**src/rtl/tcp_session_pkg.sv**
```systemverilog
// Shared types and helpers for the TCP session tracker.
package tcp_session_pkg;

    localparam int SESSION_STATE_W = 2;

    typedef enum logic [SESSION_STATE_W-1:0] {
        ST_CLOSED   = 2'd0,
        ST_EST      = 2'd1,
        ST_LAST_ACK = 2'd2
    } session_state_e;

    typedef enum logic [1:0] {
        RPL_NONE    = 2'd0,
        RPL_ACK     = 2'd1,
        RPL_FIN_ACK = 2'd2
    } reply_type_e;

    function automatic logic [31:0] sat_inc(input logic [31:0] v, input logic en);
        return (en && (v != '1)) ? v + 32'd1 : v;
    endfunction

endpackage

```
**src/rtl/tcp_ts_clock.sv**
```systemverilog
// Local TSval source: prescaler of TS_DIV cycles feeding a free-running 32-bit tick counter.
module tcp_ts_clock #(
    parameter int unsigned TS_DIV = 200
) (
    input  logic        axis_aclk,
    input  logic        axis_resetn,
    output logic [31:0] tsval
);

    localparam int unsigned PRE_W = (TS_DIV > 1) ? $clog2(TS_DIV) : 1;
    localparam logic [PRE_W-1:0] PRE_LAST = PRE_W'(TS_DIV - 1);

    logic [PRE_W-1:0] pre_q, pre_d;
    logic [31:0]      tsval_q, tsval_d;

    always_comb begin
        pre_d   = pre_q + PRE_W'(1);
        tsval_d = tsval_q;
        if (pre_q == PRE_LAST) begin
            pre_d   = '0;
            tsval_d = tsval_q + 32'd1;
        end
    end

    always_ff @(posedge axis_aclk) begin
        if (!axis_resetn) begin
            pre_q   <= '0;
            tsval_q <= '0;
        end else begin
            pre_q   <= pre_d;
            tsval_q <= tsval_d;
        end
    end

    always_comb tsval = tsval_q;

endmodule

```
**src/rtl/tcp_session_tracker.sv**
```systemverilog
// Single-session TCP tracker: pops classified packets, walks CLOSED/ESTABLISHED/LAST_ACK,
// and emits registered ACK/FIN_ACK reply descriptors. Optional counters: TCP_SESSION_STATS_EN.
module tcp_session_tracker
    import tcp_session_pkg::*;
#(
    parameter int unsigned IDLE_TIMEOUT = 2**24,
    parameter int unsigned TMR_WIDTH    = 25,
    parameter int unsigned TS_DIV       = 200
) (
    input  logic                       axis_aclk,
    input  logic                       axis_resetn,
    input  logic                       hand_shake_vld,
    input  logic                       is_tcp,
    input  logic                       is_tcp_hand_shake,
    input  logic                       is_tcp_ack,
    input  logic                       is_tcp_fin,
    input  logic [31:0]                seq_value,
    input  logic [31:0]                ack_value,
    input  logic [31:0]                ts_val,
    input  logic [31:0]                ecr_val,
    output logic                       rd_check,
    output logic                       reply_vld,
    input  logic                       reply_rdy,
    output logic [1:0]                 reply_type,
    output logic [31:0]                reply_seq,
    output logic [31:0]                reply_ack,
    output logic [31:0]                reply_tsval,
    output logic [31:0]                reply_tsecr,
    output logic [SESSION_STATE_W-1:0] session_state
`ifdef TCP_SESSION_STATS_EN
    ,
    output logic [31:0]                stat_est,
    output logic [31:0]                stat_fin,
    output logic [31:0]                stat_drop,
    output logic [31:0]                stat_stall
`endif
);

    localparam bit TMR_EN = (IDLE_TIMEOUT != 0);
    localparam logic [TMR_WIDTH-1:0] TMR_LAST = TMR_WIDTH'((IDLE_TIMEOUT == 0) ? 0 : IDLE_TIMEOUT - 1);

    session_state_e       state_q, state_d;
    logic [TMR_WIDTH-1:0] timer_q, timer_d;
    logic [31:0]          fin_seq_q, fin_seq_d;
    logic                 reply_vld_q, reply_vld_d;
    reply_type_e          reply_type_q, reply_type_d;
    logic [31:0]          reply_seq_q, reply_seq_d;
    logic [31:0]          reply_ack_q, reply_ack_d;
    logic [31:0]          reply_tsval_q, reply_tsval_d;
    logic [31:0]          reply_tsecr_q, reply_tsecr_d;
    logic [31:0]          tsval;

    logic        pop, is_hs, is_fin, is_ack, is_data, fin_close, expire;
    logic        load, fin_latch;
    reply_type_e load_type;

    tcp_ts_clock #(.TS_DIV(TS_DIV)) u_ts_clock (
        .axis_aclk   (axis_aclk),
        .axis_resetn (axis_resetn),
        .tsval       (tsval)
    );

    // Flag priority when several are set: SYN+ACK, then FIN, then ACK.
    always_comb begin
        pop       = axis_resetn & hand_shake_vld & (~reply_vld_q | reply_rdy);
        is_hs     = is_tcp & is_tcp_hand_shake;
        is_fin    = is_tcp & ~is_tcp_hand_shake & is_tcp_fin;
        is_ack    = is_tcp & ~is_tcp_hand_shake & ~is_tcp_fin & is_tcp_ack;
        is_data   = is_tcp & ~is_tcp_hand_shake & ~is_tcp_fin & ~is_tcp_ack;
        fin_close = is_ack & (ack_value == fin_seq_q + 32'd1);
        expire    = TMR_EN & (state_q != ST_CLOSED) & (timer_q == TMR_LAST);
    end

    always_ff @(posedge axis_aclk) begin
        if (!axis_resetn) state_q <= ST_CLOSED;
        else              state_q <= state_d;
    end

    // A pop always takes precedence over idle expiry.
    always_comb begin
        state_d = state_q;
        if (pop) begin
            case (state_q)
                ST_CLOSED:   if (is_hs)     state_d = ST_EST;
                ST_EST:      if (is_fin)    state_d = ST_LAST_ACK;
                ST_LAST_ACK: if (fin_close) state_d = ST_CLOSED;
                default:                    state_d = ST_CLOSED;
            endcase
        end else if (expire) begin
            state_d = ST_CLOSED;
        end
    end

    always_comb begin
        load      = 1'b0;
        load_type = RPL_ACK;
        fin_latch = 1'b0;
        if (pop) begin
            case (state_q)
                ST_CLOSED: load = is_hs;
                ST_EST: begin
                    if (is_hs || is_data) begin
                        load = 1'b1;
                    end else if (is_fin) begin
                        load      = 1'b1;
                        load_type = RPL_FIN_ACK;
                        fin_latch = 1'b1;
                    end
                end
                ST_LAST_ACK: begin
                    if (is_fin) begin
                        load      = 1'b1;
                        load_type = RPL_FIN_ACK;
                    end
                end
                default: ;
            endcase
        end
    end

    always_comb begin
        reply_vld_d   = reply_vld_q & ~reply_rdy;
        reply_type_d  = reply_type_q;
        reply_seq_d   = reply_seq_q;
        reply_ack_d   = reply_ack_q;
        reply_tsval_d = reply_tsval_q;
        reply_tsecr_d = reply_tsecr_q;
        if (load) begin
            reply_vld_d   = 1'b1;
            reply_type_d  = load_type;
            reply_seq_d   = ack_value;
            reply_ack_d   = seq_value;
            reply_tsval_d = tsval;
            reply_tsecr_d = ts_val;
        end
        fin_seq_d = fin_latch ? ack_value : fin_seq_q;
        if (!TMR_EN || pop || expire || (state_q == ST_CLOSED)) timer_d = '0;
        else                                                    timer_d = timer_q + TMR_WIDTH'(1);
    end

    always_ff @(posedge axis_aclk) begin
        if (!axis_resetn) begin
            timer_q       <= '0;
            fin_seq_q     <= '0;
            reply_vld_q   <= 1'b0;
            reply_type_q  <= RPL_NONE;
            reply_seq_q   <= '0;
            reply_ack_q   <= '0;
            reply_tsval_q <= '0;
            reply_tsecr_q <= '0;
        end else begin
            timer_q       <= timer_d;
            fin_seq_q     <= fin_seq_d;
            reply_vld_q   <= reply_vld_d;
            reply_type_q  <= reply_type_d;
            reply_seq_q   <= reply_seq_d;
            reply_ack_q   <= reply_ack_d;
            reply_tsval_q <= reply_tsval_d;
            reply_tsecr_q <= reply_tsecr_d;
        end
    end

    always_comb begin
        rd_check      = pop;
        reply_vld     = reply_vld_q;
        reply_type    = reply_type_q;
        reply_seq     = reply_seq_q;
        reply_ack     = reply_ack_q;
        reply_tsval   = reply_tsval_q;
        reply_tsecr   = reply_tsecr_q;
        session_state = state_q;
    end

`ifdef TCP_SESSION_STATS_EN
    logic [31:0] stat_est_q, stat_est_d;
    logic [31:0] stat_fin_q, stat_fin_d;
    logic [31:0] stat_drop_q, stat_drop_d;
    logic [31:0] stat_stall_q, stat_stall_d;

    // Pure ACKs in ESTABLISHED are normal traffic, not drops.
    always_comb begin
        stat_est_d   = sat_inc(stat_est_q, pop & (state_q == ST_CLOSED) & (state_d == ST_EST));
        stat_fin_d   = sat_inc(stat_fin_q, load & (load_type == RPL_FIN_ACK));
        stat_drop_d  = sat_inc(stat_drop_q, pop & ~load & (state_d == state_q)
                                            & ~((state_q == ST_EST) & is_ack));
        stat_stall_d = sat_inc(stat_stall_q, reply_vld_q & ~reply_rdy);
    end

    always_ff @(posedge axis_aclk) begin
        if (!axis_resetn) begin
            stat_est_q   <= '0;
            stat_fin_q   <= '0;
            stat_drop_q  <= '0;
            stat_stall_q <= '0;
        end else begin
            stat_est_q   <= stat_est_d;
            stat_fin_q   <= stat_fin_d;
            stat_drop_q  <= stat_drop_d;
            stat_stall_q <= stat_stall_d;
        end
    end

    always_comb begin
        stat_est   = stat_est_q;
        stat_fin   = stat_fin_q;
        stat_drop  = stat_drop_q;
        stat_stall = stat_stall_q;
    end
`else
    logic unused_ecr;
    always_comb unused_ecr = ^ecr_val;
`endif

endmodule

```
**config.mk**
```make
export PLATFORM = sky130hd
export DESIGN_NAME = tcp_session_tracker
export DESIGN_NICKNAME = d
export VERILOG_FILES = /design/src/rtl/tcp_session_pkg.sv /design/src/rtl/tcp_ts_clock.sv /design/src/rtl/tcp_session_tracker.sv
export SDC_FILE = /design/constraint.sdc
export NUM_CORES = 1
export LEC_CHECK = 0
export CORE_ASPECT_RATIO = 1.1
export CORE_UTILIZATION = 35
export CTS_CLUSTER_DIAMETER = 80
export DETAILED_ROUTE_END_ITERATION = 8
export SLEW_MARGIN = 20
export SYNTH_ARGS = -nofsm -noshare
export SYNTH_HDL_FRONTEND = slang
export SYNTH_SLANG_ARGS = --single-unit
```
**constraint.sdc**
```tcl
create_clock -name axis_aclk -period 4.56 [get_ports axis_aclk]
set_clock_uncertainty 0.05 [all_clocks]
set_input_delay 0.912 -clock axis_aclk [delete_from_list [all_inputs] [get_ports axis_aclk]]
set_output_delay 0.912 -clock axis_aclk [all_outputs]
set_load 0.02 [all_outputs]
```
# --- Word-level counts from Yosys, hierarchy flattened ---
# Index checks and enable logic that the tools add are counted.
# W data, S select, Z words.
op_classes:
  n_reduce_logical: 9
  n_mux: 18
  n_lt_le_gt_ge: 0
  n_mul: 0
  eq_ne: 8
  shift: 0
  div: 0
  add_sub_neg: 4
  n_bitwise: 18
ops:
  columns: ["op", "n"]
  rows:
  - ["$add A32 B1 Y32 const B", 2]
  - ["$eq A32 B32 Y1", 1]
  - ["$add A25 B1 Y25 const B", 1]
  - ["$eq A25 B24 Y1 const B", 1]
  - ["$mux W2", 8]
  - ["$and A1 B1 Y1", 11]
  - ["$ne A3 B3 Y1 const B", 3]
  - ["$add A8 B1 Y8 const B", 1]
  - ["$eq A8 B8 Y1 const B", 1]
  - ["$mux W1", 7]
  - ["$not A1 Y1", 6]
  - ["$pmux W2 S3", 1]
  - ["$pmux W2 S2", 1]
  - ["$reduce_and A4 Y1", 1]
  - ["$reduce_bool A2 Y1", 2]
  - ["$reduce_or A2 Y1", 2]
  - ["$logic_or A1 B1 Y1", 3]
  - ["$pmux W1 S3", 1]
  - ["$eq A2 B1 Y1 const B", 1]
  - ["$eq A2 B2 Y1 const B", 1]
  - ["$logic_not A2 Y1", 1]
  - ["$or A1 B1 Y1", 1]
totals:
  n_memories: 0
  output_inout_bits: 134
  ramBits: 0
  latchBits: 0
  in_bits: 136
  rom_bits: 0
  wordCells: 68
  reg_bits: 230

# --- Depth between registers and ports, before layout ---
# Gate-level depths: netlist (run 1).
depth:
  ltp_word: 9
  depth_mapped: 11
  mapped_depth_nobuf: 9

# --- Hierarchy ---
# Synthesis (run 1) repeated with hierarchy kept, for this count alone.
hier_totals:
  cells_unflattened: 1244
  area_unflattened_um2: 10254.8
by_module_without_submodules:
  columns: ["module", "area_each_um2", "seq_area_each_um2", "n_inst", "cells_each"]
  rows:
  - ["tcp_session_tracker", 8305.5, 3803.6, 1, 1024]
  - ["tcp_ts_clock", 1949.4, 800.8, 1, 220]

# --- Least setup slack after synthesis (run 1) ---
# Ideal clock, no wire load.
synth_timing:
  path_kind: "input -> register"
  start: "input port ack_value[4]"
  end: "register state_q[0] (netlist: session_state[0])"
  required_ns: 4.393
  path_stages: 8
  path_buffers: 0
  arrival_time_ns: 3.164
  path_slack_ns: 1.228
  path_cell_list: "xnor2_1 > or4_1 > o211a_1 > a2111oi_1 > o2111ai_1 > or4_4 > a32o_2 > a32o_2"
synth_via:
  elab_chain_len: 4
synth_lines:
  columns: ["element", "line_no", "text"]
  rows:
  - ["start: declaration", "tcp_session_tracker.sv:18", "input logic [31:0] ack_value,"]
  - ["$eq A32 B32 Y1", "tcp_session_tracker.sv:70", "fin_close = is_ack & (ack_value == fin_seq_q + 32'd1);"]
  - ["$and A1 B1 Y1", "tcp_session_tracker.sv:70", null]
  - ["$ne A3 B3 Y1 (no source line)", null, null]
  - ["$reduce_and A4 Y1 (no source line)", null, null]
  - ["end signal: assignment", "tcp_session_tracker.sv:76", "else state_q <= state_d;"]
  - ["end: declaration", "tcp_session_tracker.sv:42", "session_state_e state_q, state_d;"]
# Every way passes these cells.
# A chain may end at the register's enable or synchronous reset.

# --- Final worst setup path (run 1) ---
layout_timing:
  start: "register fin_seq_q[0]"
  end: "register state_q[0] (netlist: session_state[0])"
layout_via:
  elab_chain_len: 5
layout_lines:
  columns: ["element", "line_no", "text"]
  rows:
  - ["start: declaration", "tcp_session_tracker.sv:44", "logic [31:0] fin_seq_q, fin_seq_d;"]
  - ["start signal: assignment", "tcp_session_tracker.sv:153", "fin_seq_q <= fin_seq_d;"]
  - ["$add A32 B1 Y32", "tcp_session_tracker.sv:70", null]
  - ["$eq A32 B32 Y1", "tcp_session_tracker.sv:70", null]
  - ["$and A1 B1 Y1", "tcp_session_tracker.sv:70", null]
  - ["$ne A3 B3 Y1 (no source line)", null, null]
  - ["$reduce_and A4 Y1 (no source line)", null, null]
# Every way passes these cells.

==> results of run 1 <==
cells by family (layout without fill, tap and decap cells):
group	after synthesis	after routing	synth area share
muxes	3	3	0.002990
adders and majority gates	9	9	0.01121
AOI/OAI and AO/OA	227	227	0.1580
and+or+nand+nor	581	581	0.2621
DFF	230	230	0.4585
buffers and inverters	79	304	0.02965
other	0	1	0
xor gates and xnor gates	89	89	0.07761
cell type report:
cell class | instances | share of cell area
inverters | 11 | 0.003021
diodes | 1 | 0.0001831
repair buffers | 245 | 0.1796
clock inverters | 17 | 0.01749
clock buffers | 31 | 0.05191
flip-flops and latches | 230 | 0.3369
well taps | 363 | 0.03323
multi-input cells | 909 | 0.3776
per-layer routing:
layer | GRT usage | share of wire | vias up
met5 | 0 | 0 | -
met2 | 0.2893 | 0.46 | 182
met1 | 0.2268 | 0.46 | 4010
li1 | - | - | 4490
met3 | 0.03761 | 0.065 | 31
met4 | 0.03926 | 0.015 | 0
state kept, by name, summed over array words and instances, names as in the netlist:
register,flops
reply_tsecr,32
fin_seq_q,32
reply_tsval,32
reply_type,2
reply_seq,32
u_ts_clock.tsval,32
reply_vld,1
u_ts_clock.pre_q,8
timer_q,25
session_state,2
reply_ack,32
cells in the mapped netlist (3+ instances only):
master      n  share of area
nor2_1     50          0.019
and4_1     10         0.0087
o21ai_0    47          0.023
dfxtp_1   230           0.46
a32o_2      3         0.0034
nand2_1   360           0.13
nand2b_1    6         0.0037
a21oi_1    10         0.0050
mux2i_1     3         0.0030
nor3_1     14         0.0070
a21boi_0  139           0.10
a31oi_1     5         0.0031
or3_1      13         0.0081
or4_1       3         0.0022
ha_1        9          0.011
and2_1     27          0.017
buf_1       4         0.0015
inv_1      11         0.0041
and3_1     19          0.012
nand4_1    16          0.010
nand3_1    33          0.016
xor2_1     42          0.037
xnor2_1    47          0.041
o21ai_1     3         0.0015
clkbuf_1   63          0.024
nor4_1      7         0.0044
nor2b_1     5         0.0031
critical path, cell delays in order, from the launching register on:
cell and delay, ps:
dfxtp_1 420, ha_1 240, nand3_1 310, or4_1 590
o211a_1 170, a2111oi_1 400, o2111ai_1 190, or4_4 570
a32o_2 290, a32o_2 250
worst max-delay path by stage:
stage	from	endpoint	slack [ps]	cells after the start
after floorplan	ack_value[4]	session_state[0]$_SDFFE_PN0P_	1230	8
after global placement	ack_value[18]	session_state[1]$_SDFFE_PN0P_	580	9
after detailed placement	ack_value[4]	session_state[1]$_SDFFE_PN0P_	510	9
after CTS	fin_seq_q[8]$_SDFFE_PN0P_	session_state[1]$_SDFFE_PN0P_	910	8
after global routing	fin_seq_q[0]$_SDFFE_PN0P_	session_state[0]$_SDFFE_PN0P_	800	9
final	fin_seq_q[0]$_SDFFE_PN0P_	session_state[0]$_SDFFE_PN0P_	970	9
report_power, final:
part / internal [W] / leakage [nW] / switching [W]
logic: 0.000187 / 2.31 / 0.000182
clock network: 0.00140 / 0.457 / 0.000870
registers: 0.00204 / 1.86 / 0.0000208
total: 0.00363 / 4.62 / 0.00107
stage by stage:
stage / instances / instance area [um2] / setup slack (ps) / power (W)
after floorplan: 1218 / 10040 / 1228 / 0.002276
after global placement: 1758 / 12710 / 576.5 / 0.002477
after detailed placement: 1758 / 12710 / 514.7 / 0.002479
after CTS: 1806 / 13660 / 913.2 / 0.004780
after global routing: 1807 / 13670 / 797.4 / 0.004900
final: 1807 / 13670 / 966.1 / 0.004702
==> metrics.txt, run 1 <==
grt ovf=0; R2R depth=9; Post-DP HPWL=17.37 mm; Post-Syn Instances=around 1200; Clock Latency Late Sink=between 500 and 600 ps; vias=8713; Synth Cell Area=0.01004 mm2; PwrDens=between 300 and 400 mW/mm2; Initial DRC Count=441; Setup crit end kind=flop; final setup violation count=0; predominant post-synthesis flop cell=dfxtp_1; sequential share of the synthesized area=0.4585; Async S/R FF share, synth=0; WS Path Type=flop to flop; htree depth=1; Core Region=0.02803 mm2; overall die height=179.7 um; worst hold endpoint=reply_seq[17]$_SDFFE_PN0P_; normalized max-slew margin=0.3458; hold depth=2; first-pass GRT wire length=between 40 and 50 mm; WHS=411.4 ps; flops & latches, synth=230; die area=about 0.029 mm2; number of synthesized flops with an enable pin=0; Syn Area/Cell=8.246 um2; Final Wtd Congestion=0.8721; R2R Path Start=fin_seq_q[0]$_SDFFE_PN0P_; cts hold-fix bufs=0; hold crit path type=flop to flop; commonest cells after routing, fill and taps aside=360 x nand2_1, 236 x clkdlybuf4s50_1, 230 x dfxtp_1; CTS buffer count=26; commonest non-fill, non-tap cell in the layout=nand2_1; crit path launch type=flop; initial antenna violation count=1; ANT nets after route=0; Crit Path Max Fanout=9; fin crit period=3594 ps; fin. max-slew vios=0; initial core utilization=0.3583; Final Core Density=0.4876; layout cells sized above 1=0.05059; DRC=0; Pre-antenna DRT Iters=7; outcome=completed; row count=64; PortBufs=around 240; Multi-input gate area=0.005161 mm2; post-DR wirelength/cell=14.19 um; required time worst endpoint=4930 ps; register area=0.004604 mm2; cts repair resizes=0; clock buffer depth=3; post-CTS setup buffers=0; internal reg-to-reg setup slack=970 ps; Cell variety after synth=57; RSZ-0062 raised after global routing=false; Fin. Hold Viols=0; Fill cells=2731; aggregate routed wire length=between 20 and 30 mm; peak supply drop=0.2404 mV; CTS tree=built; # clock sinks=230; clock-pin slew on the worst setup and hold paths=60 ps; Top Ports=270; CTS root buffer=clkbuf_16; Vias/cell=4.822; die extent in x=163.5 um; overall routing resource usage=0.1735; Max Cap Viol=0; Yosys warnings=0; measured slew at the worst slew-check pin=a little under 1000 ps; syn_nets=~1400; Total Neg Setup Slack=0 ps; Area Growth Syn to Fin=36.08%; pin count of the biggest net entering global routing=roughly 120; fin crit share=0.7881; leakage power total=4.619 nW; hold_sp=reply_seq[17]$_SDFFE_PN0P_; FMAX=between 200 and 300 MHz; vias in the first global route=8373; data arrival time of the worst path=between 3000 and 4000 ps; Critical R2R Capture=session_state[0]$_SDFFE_PN0P_; final net count=1568
No activity file was read; power rests on OpenSTA's default activity.
==> inputs of run 2 (changes only) <==
- clock period: 4.56 -> 3.6 ns (I/O delays scaled with it)
==> metrics.txt, run 2 (synthesis gave the netlist of run 1 again) <==
RSZ-0062 raised after global routing=false; Crit Path Max Fanout=5; first-pass GRT wire length=approximately 43 mm; crit path launch type=flop; Setup crit end kind=flop; final net count=1604; Area Growth Syn to Fin=38.35%; row count=64; CTS root buffer=clkbuf_16; R2R depth=8; overall routing resource usage=0.1755; Clock Latency Late Sink=530 ps; FMAX=between 200 and 300 MHz; DRC=0; vias in the first global route=8445; initial antenna violation count=0; # clock sinks=230; fin crit share=0.9354; fin. max-slew vios=0; aggregate routed wire length=26.22 mm; clock-pin slew on the worst setup and hold paths=60 ps; final setup violation count=0; Vias/cell=4.751; met1 GRT Util=0.2277; Max Cap Viol=0; GRT met2 Usage=0.2964; pre-CTS WS=-194.7 ps; htree depth=1; Core Region=0.02803 mm2; peak supply drop=0.2708 mV; Pre-antenna DRT Iters=4; normalized max-slew margin=0.3822; Final Wtd Congestion=0.8224; crit path to=session_state[0]$_SDFFE_PN0P_; Fill cells=between 2000 and 3000; post-CTS setup buffers=0; CTS buffer count=26; Top Ports=270; Post-DP HPWL=between 15 and 20 mm; measured slew at the worst slew-check pin=just over 900 ps; CTS tree=built; Critical R2R Capture=session_state[0]$_SDFFE_PN0P_; PortBufs=237; post-DR wirelength/cell=14.24 um; Initial DRC Count=439; GR Util met3=0.03323; R2R Path Start=fin_seq_q[15]$_SDFFE_PN0P_; data arrival time of the worst path=3730 ps; worst setup path start=fin_seq_q[15]$_SDFFE_PN0P_; Ant. Diodes=0; layout cells sized above 1=0.06694; commonest cells after routing, fill and taps aside=360 x nand2_1, 236 x clkdlybuf4s50_1, 230 x dfxtp_1; fin crit period=~3400 ps; Final WS setup=between 200 and 250 ps; grt ovf=0; hold crit path type=flop to flop; pin count of the biggest net entering global routing=110; leakage power total=4.770 nW; commonest non-fill, non-tap cell in the layout=nand2_1; Total Neg Setup Slack=0 ps; WS Path Type=flop to flop; PwrDens=416.4 mW/mm2; overall die height=179.7 um; internal reg-to-reg setup slack=around 230 ps; vias=8751; GRT Max-Usage Layer=met2; initial core utilization=0.3583; outcome=completed; Fin. Hold Viols=0; required time worst endpoint=3960 ps; die area=0.02938 mm2; die extent in x=163.5 um; ANT nets after route=0; clock buffer depth=3
run 2: layout make-up:
class                      count  area (um2)  share of cell area
clock inverter                 8       131.4            0.009455
tap                          363       454.2             0.03269
multi-input combinational    909        5157              0.3712
inverter                      11       41.29            0.002972
clock buffer                  40       743.2             0.05349
sequential                   230        4604              0.3314
timing repair buffer         281        2763              0.1988
run 2: worst min path at each step:
stage                                           start                      endpoint  cells past startpoint  slack, ps
finish                          timer_q[0]$_SDFF_PP0_         timer_q[0]$_SDFF_PP0_                      1        410
global route        u_ts_clock.tsval[30]$_SDFFE_PN0P_  reply_tsval[30]$_SDFFE_PN0P_                      2        440
CTS                        reply_ack[17]$_SDFFE_PN0P_    reply_ack[17]$_SDFFE_PN0P_                      2        420
global placement                timer_q[0]$_SDFF_PP0_         timer_q[0]$_SDFF_PP0_                      1        390
detailed placement              timer_q[0]$_SDFF_PP0_         timer_q[0]$_SDFF_PP0_                      1        400
floorplan                       timer_q[0]$_SDFF_PP0_         timer_q[0]$_SDFF_PP0_                      1        380
run 2: report_power, final:
| group | switching (W) | internal, W | total, W | leakage (nW) |
|---|---|---|---|---|
| Sequential | 0.0000255 | 0.00259 | 0.00261 | 1.86 |
| Combinational | 0.000238 | 0.000253 | 0.000491 | 2.49 |
| Clock | 0.00105 | 0.00164 | 0.00268 | 0.418 |
run 2: per-stage QoR:
stage | power (W) | std cells | utilization | hold WS (ps) | instance area [um2]
2_1_floorplan | 0.002882 | 1218 | - | 376.3 | 10040
3_3_place_gp | 0.003159 | 1794 | 0.4644 | 391.8 | 13020
3_5_place_dp | 0.003164 | 1794 | 0.4644 | 403.1 | 13020
4_1_cts | 0.005876 | 1842 | 0.4956 | 417.4 | 13890
5_1_grt | 0.006035 | 1842 | 0.4958 | 435.0 | 13890
6_report | 0.005785 | 1842 | 0.4958 | 411.6 | 13890
run 2: critical path: stages, from the launching register on:
cell       delay [ps]
dfxtp_1           410
nand4_1           170
or4_4             590
or4_1             440
a2111oi_2         360
o2111ai_1         150
or4_4             550
a32o_2            290
a32o_2            250
run 2: metal layers:
metal,routed length (um),up-vias
met3,1473,32
met5,0,-
met4,462,0
met2,12080,188
li1,-,4560
met1,12210,3971
run 2: timing repair:
action | in CTS | in global routing
gates resized for setup | 0 | 1
hold buffers | 0 | 0
hold endpoints to repair | 0 | 0
setup endpoints to repair | 0 | 2
==> inputs of run 3 (changes only) <==
- CTS_BUF_LIST: default -> sky130_fd_sc_hd__clkbuf_4 sky130_fd_sc_hd__clkbuf_8
==> metrics.txt, run 3 (synthesis gave the netlist of run 1 again) <==
measured slew at the worst slew-check pin=about 940 ps; worst setup path start=fin_seq_q[15]$_SDFFE_PN0P_; aggregate routed wire length=26.35 mm; required time worst endpoint=3990 ps; Pre-antenna DRT Iters=4; overall die height=179.7 um; DRC=0; family with the most delay on the worst path=simple AND/OR/NAND/NOR gates; leakage power total=4.808 nW; Max Cap Viol=0; die area=0.02938 mm2; fin. max-slew vios=0; FMAX=294.9 MHz; clock-pin slew on the worst setup and hold paths=60 ps; hold_sp=timer_q[0]$_SDFF_PP0_; Area Growth Syn to Fin=38.28%; initial antenna violation count=0; hold crit path type=flop to flop; Critical R2R Capture=session_state[0]$_SDFFE_PN0P_; Fin. Hold Viols=0; post-DR wirelength/cell=14.11 um; Initial DRC Count=431; met1 GRT Util=0.2242; RSZ-0062 raised after global routing=false; WS Path Type=flop to flop; vias in the first global route=8550; CTS buffer count=42; fin crit share=0.9418; CP cell instances=nand4_1 -> buf_4 -> nor3_1 -> buf_4 -> a31oi_1 -> nor4b_1 -> o2111ai_1 -> or4_4 -> a32o_2 -> a32o_2; CTS root buffer=clkbuf_8; R2R depth=10; GRT met2 Usage=0.2966; Layout Cells excl Fill=1868; CTS tree=built; Setup crit end kind=flop; Final Wtd Congestion=0.8224; normalized max-slew margin=0.3736; PortBufs=237; R2R Path Start=fin_seq_q[15]$_SDFFE_PN0P_; htree depth=2; internal reg-to-reg setup slack=210 ps; Core Region=0.02803 mm2; Fill cells=2769; grt ovf=0; final net count=1620; Total Neg Setup Slack=0 ps; hold depth=1; outcome=completed; crit path launch type=flop; commonest cells after routing, fill and taps aside=360 x nand2_1, 236 x clkdlybuf4s50_1, 230 x dfxtp_1; Final WS setup=209.5 ps; Top Ports=270; cts hold-fix bufs=0; Post-DP HPWL=18.11 mm; Crit Path Max Fanout=6; Vias/cell=4.753; vias=8878; initial core utilization=0.3583; final setup violation count=0; post-CTS setup buffers=0; commonest non-fill, non-tap cell in the layout=nand2_1; overall routing resource usage=0.1780; WHS=407.8 ps; dpl cells=1794; crit path buf inv count=2; Crit path largest cell delay=550 ps; layout cells sized above 1=0.08970; clock buffer depth=3; Ant. Diodes=0; Worst path slowest cell=or4_4; Final Core Density=0.4955; Clock Latency Late Sink=550 ps; ANT nets after route=0; PwrDens=404.4 mW/mm2; GRT Max-Usage Layer=met2; data arrival time of the worst path=3780 ps; fin crit period=between 3000 and 4000 ps; die extent in x=163.5 um; first-pass GRT wire length=43.00 mm; peak supply drop=0.2427 mV; GR Util met3=0.04153; pin count of the biggest net entering global routing=110; # clock sinks=230; worst hold endpoint=timer_q[0]$_SDFF_PP0_; pre-CTS WS=-194.7 ps; row count=64
-- run 3: cell count changes in the layout (fill, tap and decap cells not counted), sizes merged --
cell	previous run	this run
bufinv	3	0
clkbuf	40	67
clkinvlp	2	3
inv	11	12
-- run 3: final cells by class --
| type | instances | area, um2 | area share |
|---|---|---|---|
| well taps | 363 | 454.2 | 0.03270 |
| repair buffers | 281 | 2763 | 0.1989 |
| inverters | 11 | 41.29 | 0.002973 |
| clock buffers | 67 | 822.0 | 0.05919 |
| multi-input cells | 909 | 5157 | 0.3714 |
| flip-flops and latches | 230 | 4604 | 0.3315 |
| clock inverters | 7 | 46.29 | 0.003333 |
-- run 3: power by group --
part           leakage, nW  internal (W)  switching, W  total (W)
Clock                0.457       0.00145       0.00106    0.00251
Combinational         2.49      0.000253      0.000239   0.000492
Sequential            1.86       0.00259     0.0000254    0.00261
-- run 3: metrics by stage --
stage / total power [W] / cell area [um2]
after floorplan: 0.002882 / 10040
after global placement: 0.003159 / 13020
after detailed placement: 0.003164 / 13020
after CTS: 0.005722 / 13880
after global routing: 0.005890 / 13890
final: 0.005616 / 13890
-- run 3: timing repair --
item	in CTS	in global routing
hold endpoints to repair	0	0
endpoints found under the setup margin	0	2
resized for setup	0	1
-- run 3: worst max-delay path by stage --
stage,cells past startpoint,end
after floorplan,8,session_state[0]$_SDFFE_PN0P_
after global placement,9,session_state[0]$_SDFFE_PN0P_
after detailed placement,9,session_state[0]$_SDFFE_PN0P_
after CTS,8,session_state[1]$_SDFFE_PN0P_
after global routing,10,session_state[1]$_SDFFE_PN0P_
final,10,session_state[0]$_SDFFE_PN0P_
-- run 3: routing by layer --
layer  wire length (um)  vias to the layer above
met4                615                        0
met1              12010                     4029
li1                   -                     4603
met3               1656                       45
met2              12060                      201
met5                  0                        -
